===== src/rtl/xillybus_frame_sched.sv =====
// rtl/xillybus_frame_sched.sv - frame scheduler between Xillybus 32-bit FIFOs and a block core
module xillybus_frame_sched #(
    parameter int FRAME_WORDS  = 1024,
    parameter int RESULT_WORDS = 1024,
    parameter int TIMEOUT      = 65535
) (
    input  logic        bus_clk,
    input  logic        bus_rst_n,
    input  logic        user_w_write_32_open,
    input  logic        user_r_read_32_open,
    input  logic        in_fifo_empty,
    input  logic [31:0] in_fifo_data,
    output logic        in_fifo_rd_en,
    output logic        core_in_valid,
    input  logic        core_in_ready,
    output logic [31:0] core_in_data,
    output logic        core_start,
    input  logic        core_done,
    output logic        core_abort,
    input  logic        core_out_valid,
    output logic        core_out_ready,
    input  logic [31:0] core_out_data,
    input  logic        out_fifo_full,
    output logic        out_fifo_wr_en,
    output logic [31:0] out_fifo_data,
    output logic        busy,
    output logic [15:0] frame_count,
    output logic        err_timeout,
    output logic        err_dropped
);
    localparam int LW = $clog2(FRAME_WORDS);
    localparam int DW = (RESULT_WORDS > 1) ? $clog2(RESULT_WORDS) : 1;
    localparam int TW = $clog2(TIMEOUT + 1);
    localparam logic [LW-1:0] LD_LAST  = LW'(FRAME_WORDS - 1);
    localparam logic [DW-1:0] DR_LAST  = DW'(RESULT_WORDS - 1);
    localparam logic [TW-1:0] TMO_LAST = TW'(TIMEOUT - 1);

    localparam logic [2:0] S_IDLE  = 3'd0;
    localparam logic [2:0] S_LOAD  = 3'd1;
    localparam logic [2:0] S_START = 3'd2;
    localparam logic [2:0] S_RUN   = 3'd3;
    localparam logic [2:0] S_DRAIN = 3'd4;

    logic [2:0]    state_q, state_d;
    logic [LW-1:0] ld_cnt_q, ld_cnt_d;
    logic [DW-1:0] dr_cnt_q, dr_cnt_d;
    logic [TW-1:0] timer_q, timer_d;
    logic [15:0]   frame_cnt_q, frame_cnt_d;
    logic          start_q, start_d;
    logic          abort_q, abort_d;
    logic          err_tmo_q, err_tmo_d;
    logic          err_drop_q, err_drop_d;
    logic          ld_fire, dr_fire;

    // Handshakes are combinational so a word can move every cycle.
    always_comb begin
        in_fifo_rd_en  = 1'b0;
        core_in_valid  = 1'b0;
        core_out_ready = 1'b0;
        out_fifo_wr_en = 1'b0;
        case (state_q)
            S_IDLE: in_fifo_rd_en = !user_w_write_32_open && !in_fifo_empty;
            S_LOAD: begin
                core_in_valid = user_w_write_32_open && !in_fifo_empty;
                in_fifo_rd_en = core_in_valid && core_in_ready;
            end
            S_DRAIN: begin
                core_out_ready = user_r_read_32_open ? !out_fifo_full : 1'b1;
                out_fifo_wr_en = user_r_read_32_open && core_out_valid && !out_fifo_full;
            end
            default: ;
        endcase
    end

    assign ld_fire = core_in_valid && core_in_ready;
    assign dr_fire = core_out_valid && core_out_ready;

    always_comb begin
        state_d     = state_q;
        ld_cnt_d    = ld_cnt_q;
        dr_cnt_d    = dr_cnt_q;
        timer_d     = timer_q;
        frame_cnt_d = frame_cnt_q;
        start_d     = 1'b0;
        abort_d     = 1'b0;
        err_tmo_d   = err_tmo_q;
        err_drop_d  = err_drop_q;
        case (state_q)
            S_IDLE: begin
                if (user_w_write_32_open && user_r_read_32_open && !in_fifo_empty)
                    state_d = S_LOAD;
            end
            S_LOAD: begin
                if (!user_w_write_32_open) begin
                    ld_cnt_d = '0;
                    abort_d  = 1'b1;
                    state_d  = S_IDLE;
                end else if (ld_fire) begin
                    if (ld_cnt_q == LD_LAST) begin
                        ld_cnt_d = '0;
                        start_d  = 1'b1;
                        state_d  = S_START;
                    end else begin
                        ld_cnt_d = ld_cnt_q + 1'b1;
                    end
                end
            end
            S_START: begin
                timer_d = '0;
                state_d = S_RUN;
            end
            S_RUN: begin
                // done on the timeout cycle still lets the frame complete
                if (core_done) begin
                    dr_cnt_d = '0;
                    state_d  = S_DRAIN;
                end else if (timer_q == TMO_LAST) begin
                    err_tmo_d = 1'b1;
                    abort_d   = 1'b1;
                    state_d   = S_IDLE;
                end else begin
                    timer_d = timer_q + 1'b1;
                end
            end
            S_DRAIN: begin
                if (dr_fire) begin
                    if (!user_r_read_32_open)
                        err_drop_d = 1'b1;
                    if (dr_cnt_q == DR_LAST) begin
                        dr_cnt_d    = '0;
                        frame_cnt_d = frame_cnt_q + 16'd1;
                        state_d     = S_IDLE;
                    end else begin
                        dr_cnt_d = dr_cnt_q + 1'b1;
                    end
                end
            end
            default: state_d = S_IDLE;
        endcase
    end

    always_ff @(posedge bus_clk) begin
        if (!bus_rst_n) begin
            state_q     <= S_IDLE;
            ld_cnt_q    <= '0;
            dr_cnt_q    <= '0;
            timer_q     <= '0;
            frame_cnt_q <= '0;
            start_q     <= 1'b0;
            abort_q     <= 1'b0;
            err_tmo_q   <= 1'b0;
            err_drop_q  <= 1'b0;
        end else begin
            state_q     <= state_d;
            ld_cnt_q    <= ld_cnt_d;
            dr_cnt_q    <= dr_cnt_d;
            timer_q     <= timer_d;
            frame_cnt_q <= frame_cnt_d;
            start_q     <= start_d;
            abort_q     <= abort_d;
            err_tmo_q   <= err_tmo_d;
            err_drop_q  <= err_drop_d;
        end
    end

    assign core_in_data  = in_fifo_data;
    assign out_fifo_data = core_out_data;
    assign core_start    = start_q;
    assign core_abort    = abort_q;
    assign busy          = (state_q != S_IDLE);
    assign frame_count   = frame_cnt_q;
    assign err_timeout   = err_tmo_q;
    assign err_dropped   = err_drop_q;

endmodule

===== config.mk =====
export PLATFORM = sky130hd
export DESIGN_NAME = xillybus_frame_sched
export DESIGN_NICKNAME = d
export VERILOG_FILES = /design/src/rtl/xillybus_frame_sched.sv
export SDC_FILE = /design/constraint.sdc
export NUM_CORES = 1
export LEC_CHECK = 0
export CAP_MARGIN = 20
export CELL_PAD_IN_SITES_DETAIL_PLACEMENT = 1
export CELL_PAD_IN_SITES_GLOBAL_PLACEMENT = 2
export CORE_ASPECT_RATIO = 1.4
export CORE_MARGIN = 8
export CORE_UTILIZATION = 22
export DETAILED_ROUTE_END_ITERATION = 7
export HOLD_SLACK_MARGIN = 0.08
export PLACE_DENSITY_LB_ADDON = 0.1
export REMOVE_ABC_BUFFERS = 1
export SYNTH_ARGS = -nofsm -noshare
export SYNTH_HDL_FRONTEND = slang
export SYNTH_SLANG_ARGS = --single-unit

===== constraint.sdc =====
create_clock -name bus_clk -period 3.1 [get_ports bus_clk]
set_clock_uncertainty 0.15 [all_clocks]
set_input_delay 0.62 -clock bus_clk [delete_from_list [all_inputs] [get_ports bus_clk]]
set_output_delay 0.62 -clock bus_clk [all_outputs]
set_load 0.1 [all_outputs]

Word-level counts from Yosys, hierarchy flattened:

Index checks and enable logic that the tools add are counted.

* flip-flop bits (word level): 59
* bits of input ports: 73
* output and inout bits: 89

* add/subtract/negate cells: 4
* equality and inequality tests: 17
* mux-type cells: 29
* bitwise operators: 2
* reduce and logical (&&, ||, !) cells: 24

Operators with widths (count)
* 2-to-1 mux 10 bit: 6
* adder 16 x 1 -> 16 bit, second input constant: 2
* 2-to-1 mux 16 bit: 2
* case mux 16 bit (2 select lines): 1
* 2-to-1 mux 3 bit: 8
* adder 10 x 1 -> 10 bit, second input constant: 2
* equality test 10 bit, second input constant: 2
* case mux 10 bit (2 select lines): 1
* equality test 16 bit, second input constant: 1
* case mux 3 bit (5 select lines): 1
* AND reduction 3 bit: 5
* != test 2 bit, second input constant: 6
* logical AND 1 bit: 9
* != test 3 bit, second input constant: 3
* 2-to-1 mux 1 bit: 8
* equality test 3 x 2 -> 1 bit, second input constant: 2
* AND reduction 6 bit: 1
* case mux 1 bit (2 select lines): 2
* AND reduction 4 bit: 1
* nonzero test 2 bit: 2
* equality test 3 x 1 -> 1 bit, second input constant: 1
* equality test 3 bit, second input constant: 1
* logical NOT 1 bit: 3
* logical NOT 3 bit: 1
* other kinds (4): 5

Logic depth before layout (Yosys ltp):

Gate-level depths: netlist of the first run.

* depth in word-level cells: 7
* mapped depth: 8
* depth with buffers taken out: 7

Worst setup path before layout of the first run:

OpenSTA, ideal clock, no wires.

* path type: register to output
* start: reg state_q[0]
* end: out out_fifo_wr_en
* arrival: 3.012 ns
* required time: 2.330 ns
* slack: -0.682 ns
* cell stages (with the launch flop): 6
* path buffers: 2
* path through: dfxtp_1 buf_2 clkbuf_1 nor2_1 nand3_1 nor3b_1

* longest elaborated chain between the ends: 2

Ends and longest elaborated chain
* start: declaration: line 44 `logic [2:0] state_q, state_d;`
* start signal: assignment: line 154 `state_q <= state_d;`
* equality test 3 bit: line 61 `case (state_q)`
* 2-to-1 mux 1 bit: line 61
* end: declaration: line 24 `output logic out_fifo_wr_en,`

No other way between the ends.

Final worst setup path of the first run:

* start: in user_w_write_32_open
* end: out in_fifo_rd_en

* longest elaborated chain between the ends: 3
* elaborated cells on any way between the ends: 5
* classes of those cells: mux: 1; reduce/logical: 4

Ends and longest elaborated chain
* start: declaration: line 9 `input logic user_w_write_32_open,`
* logical AND 1 bit / logical NOT 1 bit (equally long branches)
* logical AND 1 bit (on tied branches): line 65, 62
* case mux 1 bit (2 select lines) (*): line 61
* end: declaration: line 13 `output logic in_fifo_rd_en,`

Every way passes the cells marked *; elsewhere a longest branch is shown, timed or not.

==> results.json, run 1 <==
{
  "crit_slowest_cell": "clkdlybuf4s50_1",
  "drive_gt1_share_pct": 14.83,
  "dr_total_vias": 2862,
  "reg2reg_depth": 7,
  "timing.rr.end": "frame_count[8]",
  "regToRegSetupSlack_ns": 0.59,
  "drtIter0Drc": 167,
  "die_h_um": 162.2,
  "cts_inserted_buffers": 9,
  "fillers": 1780,
  "grt_overflow": 0,
  "total_power_mw": 2.213,
  "synthToLayoutAreaGrowth_pct": 14.15,
  "die_w_um": 120.5,
  "cts_hold_buf": 0,
  "r2r_start": "dr_cnt_q[0]",
  "hold_viol": 0,
  "yosysSeqAreaShare_pct": 35.15,
  "layout_commonest_cell": "dfxtp_1",
  "required_ns": 2.33,
  "dieArea_um2": 19540,
  "place_ws_ns": 0.2321,
  "nNetsFinal": 464,
  "max_slew.worst_pin.slew_ns": 0.5567,
  "grt_pass1_wl_um": 20460,
  "vdd_drop_max_uv": 164.9,
  "antenna_found_initial": 0,
  "post_drt_wl_per_cell_um": 23.91,
  "clkLatencyLatePin_ns": 0.34,
  "cap_violations": 0,
  "htreeDepth": 3,
  "critPathBufInv": 3,
  "gp_congestion": 0.6789,
  "syn_area_um2": 3361,
  "yosys_warnings": 0,
  "path_clk_slew_ns": 0.05,
  "cts.sinks": 59,
  "hp-start": "err_dropped",
  "holdPathStages": 2,
  "finalWorstSetupSlack_ns": 0.2386,
  "synthCells": 404,
  "timing.slew.headroom_pct": 61.93,
  "hpwl_um": 10540,
  "p_leak_nw": 1.397,
  "arrival_ns": 2.09,
  "p_per_area_nw_per_um2": 576.8,
  "setup_viol": 0,
  "async_flop_share_pct": 0,
  "port_buffers": 33,
  "synth-edff-count": 0,
  "avgSynthCellArea_um2": 8.319,
  "min_path_type": "flip-flop to flip-flop",
  "track_usage_pct": 14.46,
  "cts_setup_buffers": 0,
  "finalSetupTns_ns": 0,
  "synthFlopType": "dfxtp_1",
  "cts_tree": "built",
  "max_freq_ghz": 0.3495,
  "boundaryPins": 162,
  "endpoint_kind": "output pin",
  "start_util_pct": 22.42,
  "coreArea_um2": 14990,
  "ctsResizeCount": 0,
  "viasPerCell": 4.909,
  "crit_fanout": 4,
  "first_global_vias": 2966,
  "hold_ws_ns": 0.3533,
  "rsz0062_at_grt": "no",
  "final_cell_mix": "59 x dfxtp_1, 50 x nor2_1, 31 x buf_4, 23 x nand4_1",
  "timing.final.crit_share_pct": 92.30,
  "period_needed_ns": 2.861,
  "num_antenna_cells": 0,
  "grt_max_degree": 22,
  "synth_cell_types": 47,
  "cts_buffer_depth": 2,
  "drc": 0,
  "rows": 53,
  "crit_family": "buffers and inverters",
  "drv_slew": 0,
  "firstDrtPassIters": 4,
  "start_kind": "input pin",
  "cp_cell_sequence": "clkdlybuf4s50_1 -> inv_1 -> or2_2 -> o22a_1 -> nor2_1 -> buf_12",
  "ys_ff_latch": 59,
  "detail-route-antenna-nets": 0,
  "status": "finished, final reports clean",
  "cts-root-buf": "clkbuf_16",
  "crit_type": "input pin to output pin",
  "cpPeakStageDelay_ns": 0.49,
  "holdPathEnd": "err_dropped",
  "wl_um": 13940
}
## layer usage
| metal | track usage, % | up-vias | wire, um |
|---|---|---|---|
| met3 | 11.05 | 21 | 2091 |
| met1 | 17.05 | 1370 | 6104 |
| li1 | - | 1332 | - |
| met5 | 6.775 | - | 158 |
| met4 | 6.325 | 6 | 246 |
| met2 | 18.12 | 133 | 5336 |
## tightest hold or removal path, delay by kind of cell (launching register included)
| family | cells | cell delay (ns) |
|---|---|---|
| flops | 1 | 0.35 |
| simple gates | 2 | 0.12 |
## cells in the mapped netlist, drive strengths merged, types with 2 or more instances
master,count,area [um2]
buf,66,496.7
dfxtp,59,1181
nor2,50,187.7
nand4,23,143.9
nand2,22,82.58
xor2,22,192.7
a21oi,21,105.1
o21ai,19,98.85
nand3,18,90.09
or3,13,81.33
and3,11,68.82
xnor2,11,96.34
clkbuf,6,22.52
ha,5,62.56
inv,5,18.77
nor3,5,25.02
nor4,5,46.29
a2111oi,4,41.29
mux2i,4,40.04
a211oi,3,22.52
and2,3,18.77
and4,3,26.28
nand4b,3,32.53
a31oi,2,12.51
nand2b,2,12.51
o21a,2,15.01
o31ai,2,15.01
or3b,2,17.52
or4,2,15.01
## per-stage QoR
stage,utilization [%],instance area (um2),std cells
2_1_floorplan,-,2841,332
3_3_place_gp,23.18,3475,567
3_5_place_dp,23.18,3475,567
4_1_cts,25.60,3836,583
5_1_grt,25.60,3836,583
6_report,25.60,3836,583
## cell type report
type / instances / area, um2 / share of cell area [%]
Multi-Input combinational cell: 268 / 1642 / 42.79
Sequential cell: 59 / 1181 / 30.79
Timing Repair Buffer: 43 / 392.9 / 10.24
Clock buffer: 12 / 266.5 / 6.947
Tap cell: 192 / 240.2 / 6.262
Clock inverter: 4 / 95.09 / 2.479
Inverter: 5 / 18.77 / 0.4892
## sequential cells by signal, indices dropped and copies added, names as in the netlist
name	count
err_timeout	1
state_q	3
timer_q	16
core_abort	1
ld_cnt_q	10
err_dropped	1
core_start	1
frame_count	16
dr_cnt_q	10
## cells by family (layout without fill, tap and decap cells)
kind of cell    Yosys count  count (layout)  share of synthesized area (%)
simple gates            166             166                          26.17
buf+inv                  77              64                          16.01
compound gates           60              60                          11.02
flops                    59              59                          35.15
xor+xnor                 33              33                          8.600
fa+ha+maj                 5               5                          1.862
mux                       4               4                          1.191
## power breakdown
part,switching (mW),internal [mW]
clock,0.370,0.849
combinational,0.153,0.0669
sequential,0.00622,0.767
total,0.529,1.68
## worst max-delay path by stage
stage | startpoint | to | slack (ns) | cells past startpoint
3_3_place_gp | user_w_write_32_open | in_fifo_rd_en | 0.22 | 6
6_report | user_w_write_32_open | in_fifo_rd_en | 0.24 | 6
3_5_place_dp | user_w_write_32_open | in_fifo_rd_en | 0.23 | 6
2_1_floorplan | core_out_valid | out_fifo_wr_en | -0.59 | 2
4_1_cts | state_q[2] | in_fifo_rd_en | 0.22 | 5
5_1_grt | state_q[0] | in_fifo_rd_en | 0.14 | 5
Note: power is estimated with default switching activity, not from simulation.
==> run 2: changes to the inputs <==
==> constraint.sdc (replaced) <==
create_clock -name bus_clk -period 3.1 [get_ports bus_clk]
set_clock_uncertainty 0.15 [all_clocks]
set_input_delay 0.775 -clock bus_clk [delete_from_list [all_inputs] [get_ports bus_clk]]
set_output_delay 0.775 -clock bus_clk [all_outputs]
set_load 0.1 [all_outputs]
==> run 2 against run 1 <==
Against the previous run:
- count of clock-buffer cells in the layout decreased by 1
- cell count increased by 0.34%
- register-to-register slack got worse by 0.02 ns
- core utilization decreased by 0.075 points
- worst setup slack got worse by 0.073 ns
- final area decreased by 0.29%
- hold slack got worse by 0.018 ns
- clock power decreased by 9.8%
- maximum frequency decreased by 2.5%
- flip-flop and latch count unchanged
- critical endpoint unchanged
==> results.json, run 2 (same netlist as run 1, synthesis figures left out) <==
{
  "wl_um": 13890,
  "cts_buffer_depth": 2,
  "first_global_vias": 2945,
  "max_freq_ghz": 0.3408,
  "cap_violations": 0,
  "cts_inserted_buffers": 9,
  "finalWorstSetupSlack_ns": 0.1653,
  "viasPerCell": 4.903,
  "detail-route-antenna-nets": 0,
  "clkLatencyLatePin_ns": 0.33,
  "start_kind": "flip-flop",
  "required_ns": 2.17,
  "rsz0062_at_grt": "no",
  "crit_type": "flip-flop to output pin",
  "min_path_type": "flip-flop to flip-flop",
  "layout_commonest_cell": "dfxtp_1",
  "cts_hold_buf": 0,
  "place_ws_ns": -0.05791,
  "endpoint_kind": "output pin",
  "grt_overflow": 0,
  "p_leak_nw": 1.401,
  "fin_util_pct": 25.52,
  "dr_total_vias": 2868,
  "nNetsFinal": 466,
  "max_slew.worst_pin.slew_ns": 0.5580,
  "post_drt_wl_per_cell_um": 23.74,
  "cts-root-buf": "clkbuf_16",
  "grt_max_degree": 22,
  "coreArea_um2": 14990,
  "hpwl_um": 10550,
  "htreeDepth": 3,
  "hold_viol": 0,
  "setup_viol": 0,
  "hold_ws_ns": 0.3354,
  "port_buffers": 33,
  "vdd_drop_max_uv": 167.8,
  "total_power_mw": 2.099,
  "dieArea_um2": 19540,
  "start_util_pct": 22.42,
  "boundaryPins": 162,
  "antenna_found_initial": 0,
  "cts.sinks": 59,
  "timing.final.crit_share_pct": 94.67,
  "rows": 53,
  "timing.slew.headroom_pct": 61.84,
  "gp_congestion": 0.7034,
  "die_h_um": 162.2,
  "status": "finished, final reports clean",
  "synthToLayoutAreaGrowth_pct": 13.81,
  "firstDrtPassIters": 4,
  "cts_tree": "built",
  "die_w_um": 120.5,
  "crit_fanout": 4,
  "dpl_cell_area_um2": 3490,
  "drtIter0Drc": 131,
  "finish.instance_area_um2": 3825,
  "num_antenna_cells": 0,
  "drive_gt1_share_pct": 15.78,
  "path_clk_slew_ns": 0.05,
  "drc": 0,
  "track_usage_pct": 14.57,
  "drv_slew": 0,
  "final_cell_mix": "59 x dfxtp_1, 48 x nor2_1, 33 x buf_4, 23 x nand4_1",
  "period_needed_ns": 2.935,
  "p_per_area_nw_per_um2": 548.9,
  "arrival_ns": 2.01,
  "grt_pass1_wl_um": 20660
}
[run 2: routing by layer]
metal | track usage [%] | routed length (um)
met3 | 11.18 | 2063
met5 | 6.775 | 153
met1 | 17.28 | 6095
met2 | 18.27 | 5339
met4 | 5.983 | 237
[run 2: area by class of cell]
| cell class | count | area (um2) |
|---|---|---|
| well taps | 192 | 240.2 |
| repair buffers | 45 | 410.4 |
| flip-flops and latches | 59 | 1181 |
| multi-input cells | 268 | 1647 |
| fillers | 1795 | 11160 |
| clock buffers | 11 | 252.7 |
| inverters | 5 | 18.77 |
| clock inverters | 5 | 75.07 |
[run 2: through the flow]
| step | instances | setup TNS, ns |
|---|---|---|
| 2_1_floorplan | 332 | -2.273 |
| 3_3_place_gp | 569 | -0.09850 |
| 6_report | 585 | 0 |
| 5_1_grt | 585 | 0 |
| 3_5_place_dp | 569 | -0.07525 |
| 4_1_cts | 585 | -0.01298 |
[run 2: final timing paths]
path / start / end / slack (ns) / cells after the start
hold / removal: err_dropped / err_dropped / 0.34 / 2
setup reg to reg: dr_cnt_q[0] / frame_count[8] / 0.57 / 7
hold reg to reg: err_dropped / err_dropped / 0.34 / 2
setup / recovery: state_q[2] / in_fifo_rd_en / 0.17 / 5
[run 2: power breakdown]
part	switching, mW	internal [mW]
Clock	0.358	0.743
Combinational	0.155	0.0707
Sequential	0.00602	0.767
[run 2: critical path, cell delays in order, from the launching register on]
cell,delay (ns)
dfxtp_1,0.32
or3b_2,0.52
or2_2,0.31
o22a_1,0.20
nor2_2,0.15
buf_12,0.19
[run 2: what timing repair did]
item                       4_1_cts  5_1_grt
setup endpoints to repair        2        1
resized for setup                2        1
setup buffers                    0        0
pin swaps                        0        1
==> run 3: changes to the inputs <==
Settings changed: ABC_CLOCK_PERIOD_IN_PS set to 3100.
==> results of run 3 <==
Final layout, timing and power as in run 2 (identical DEF).
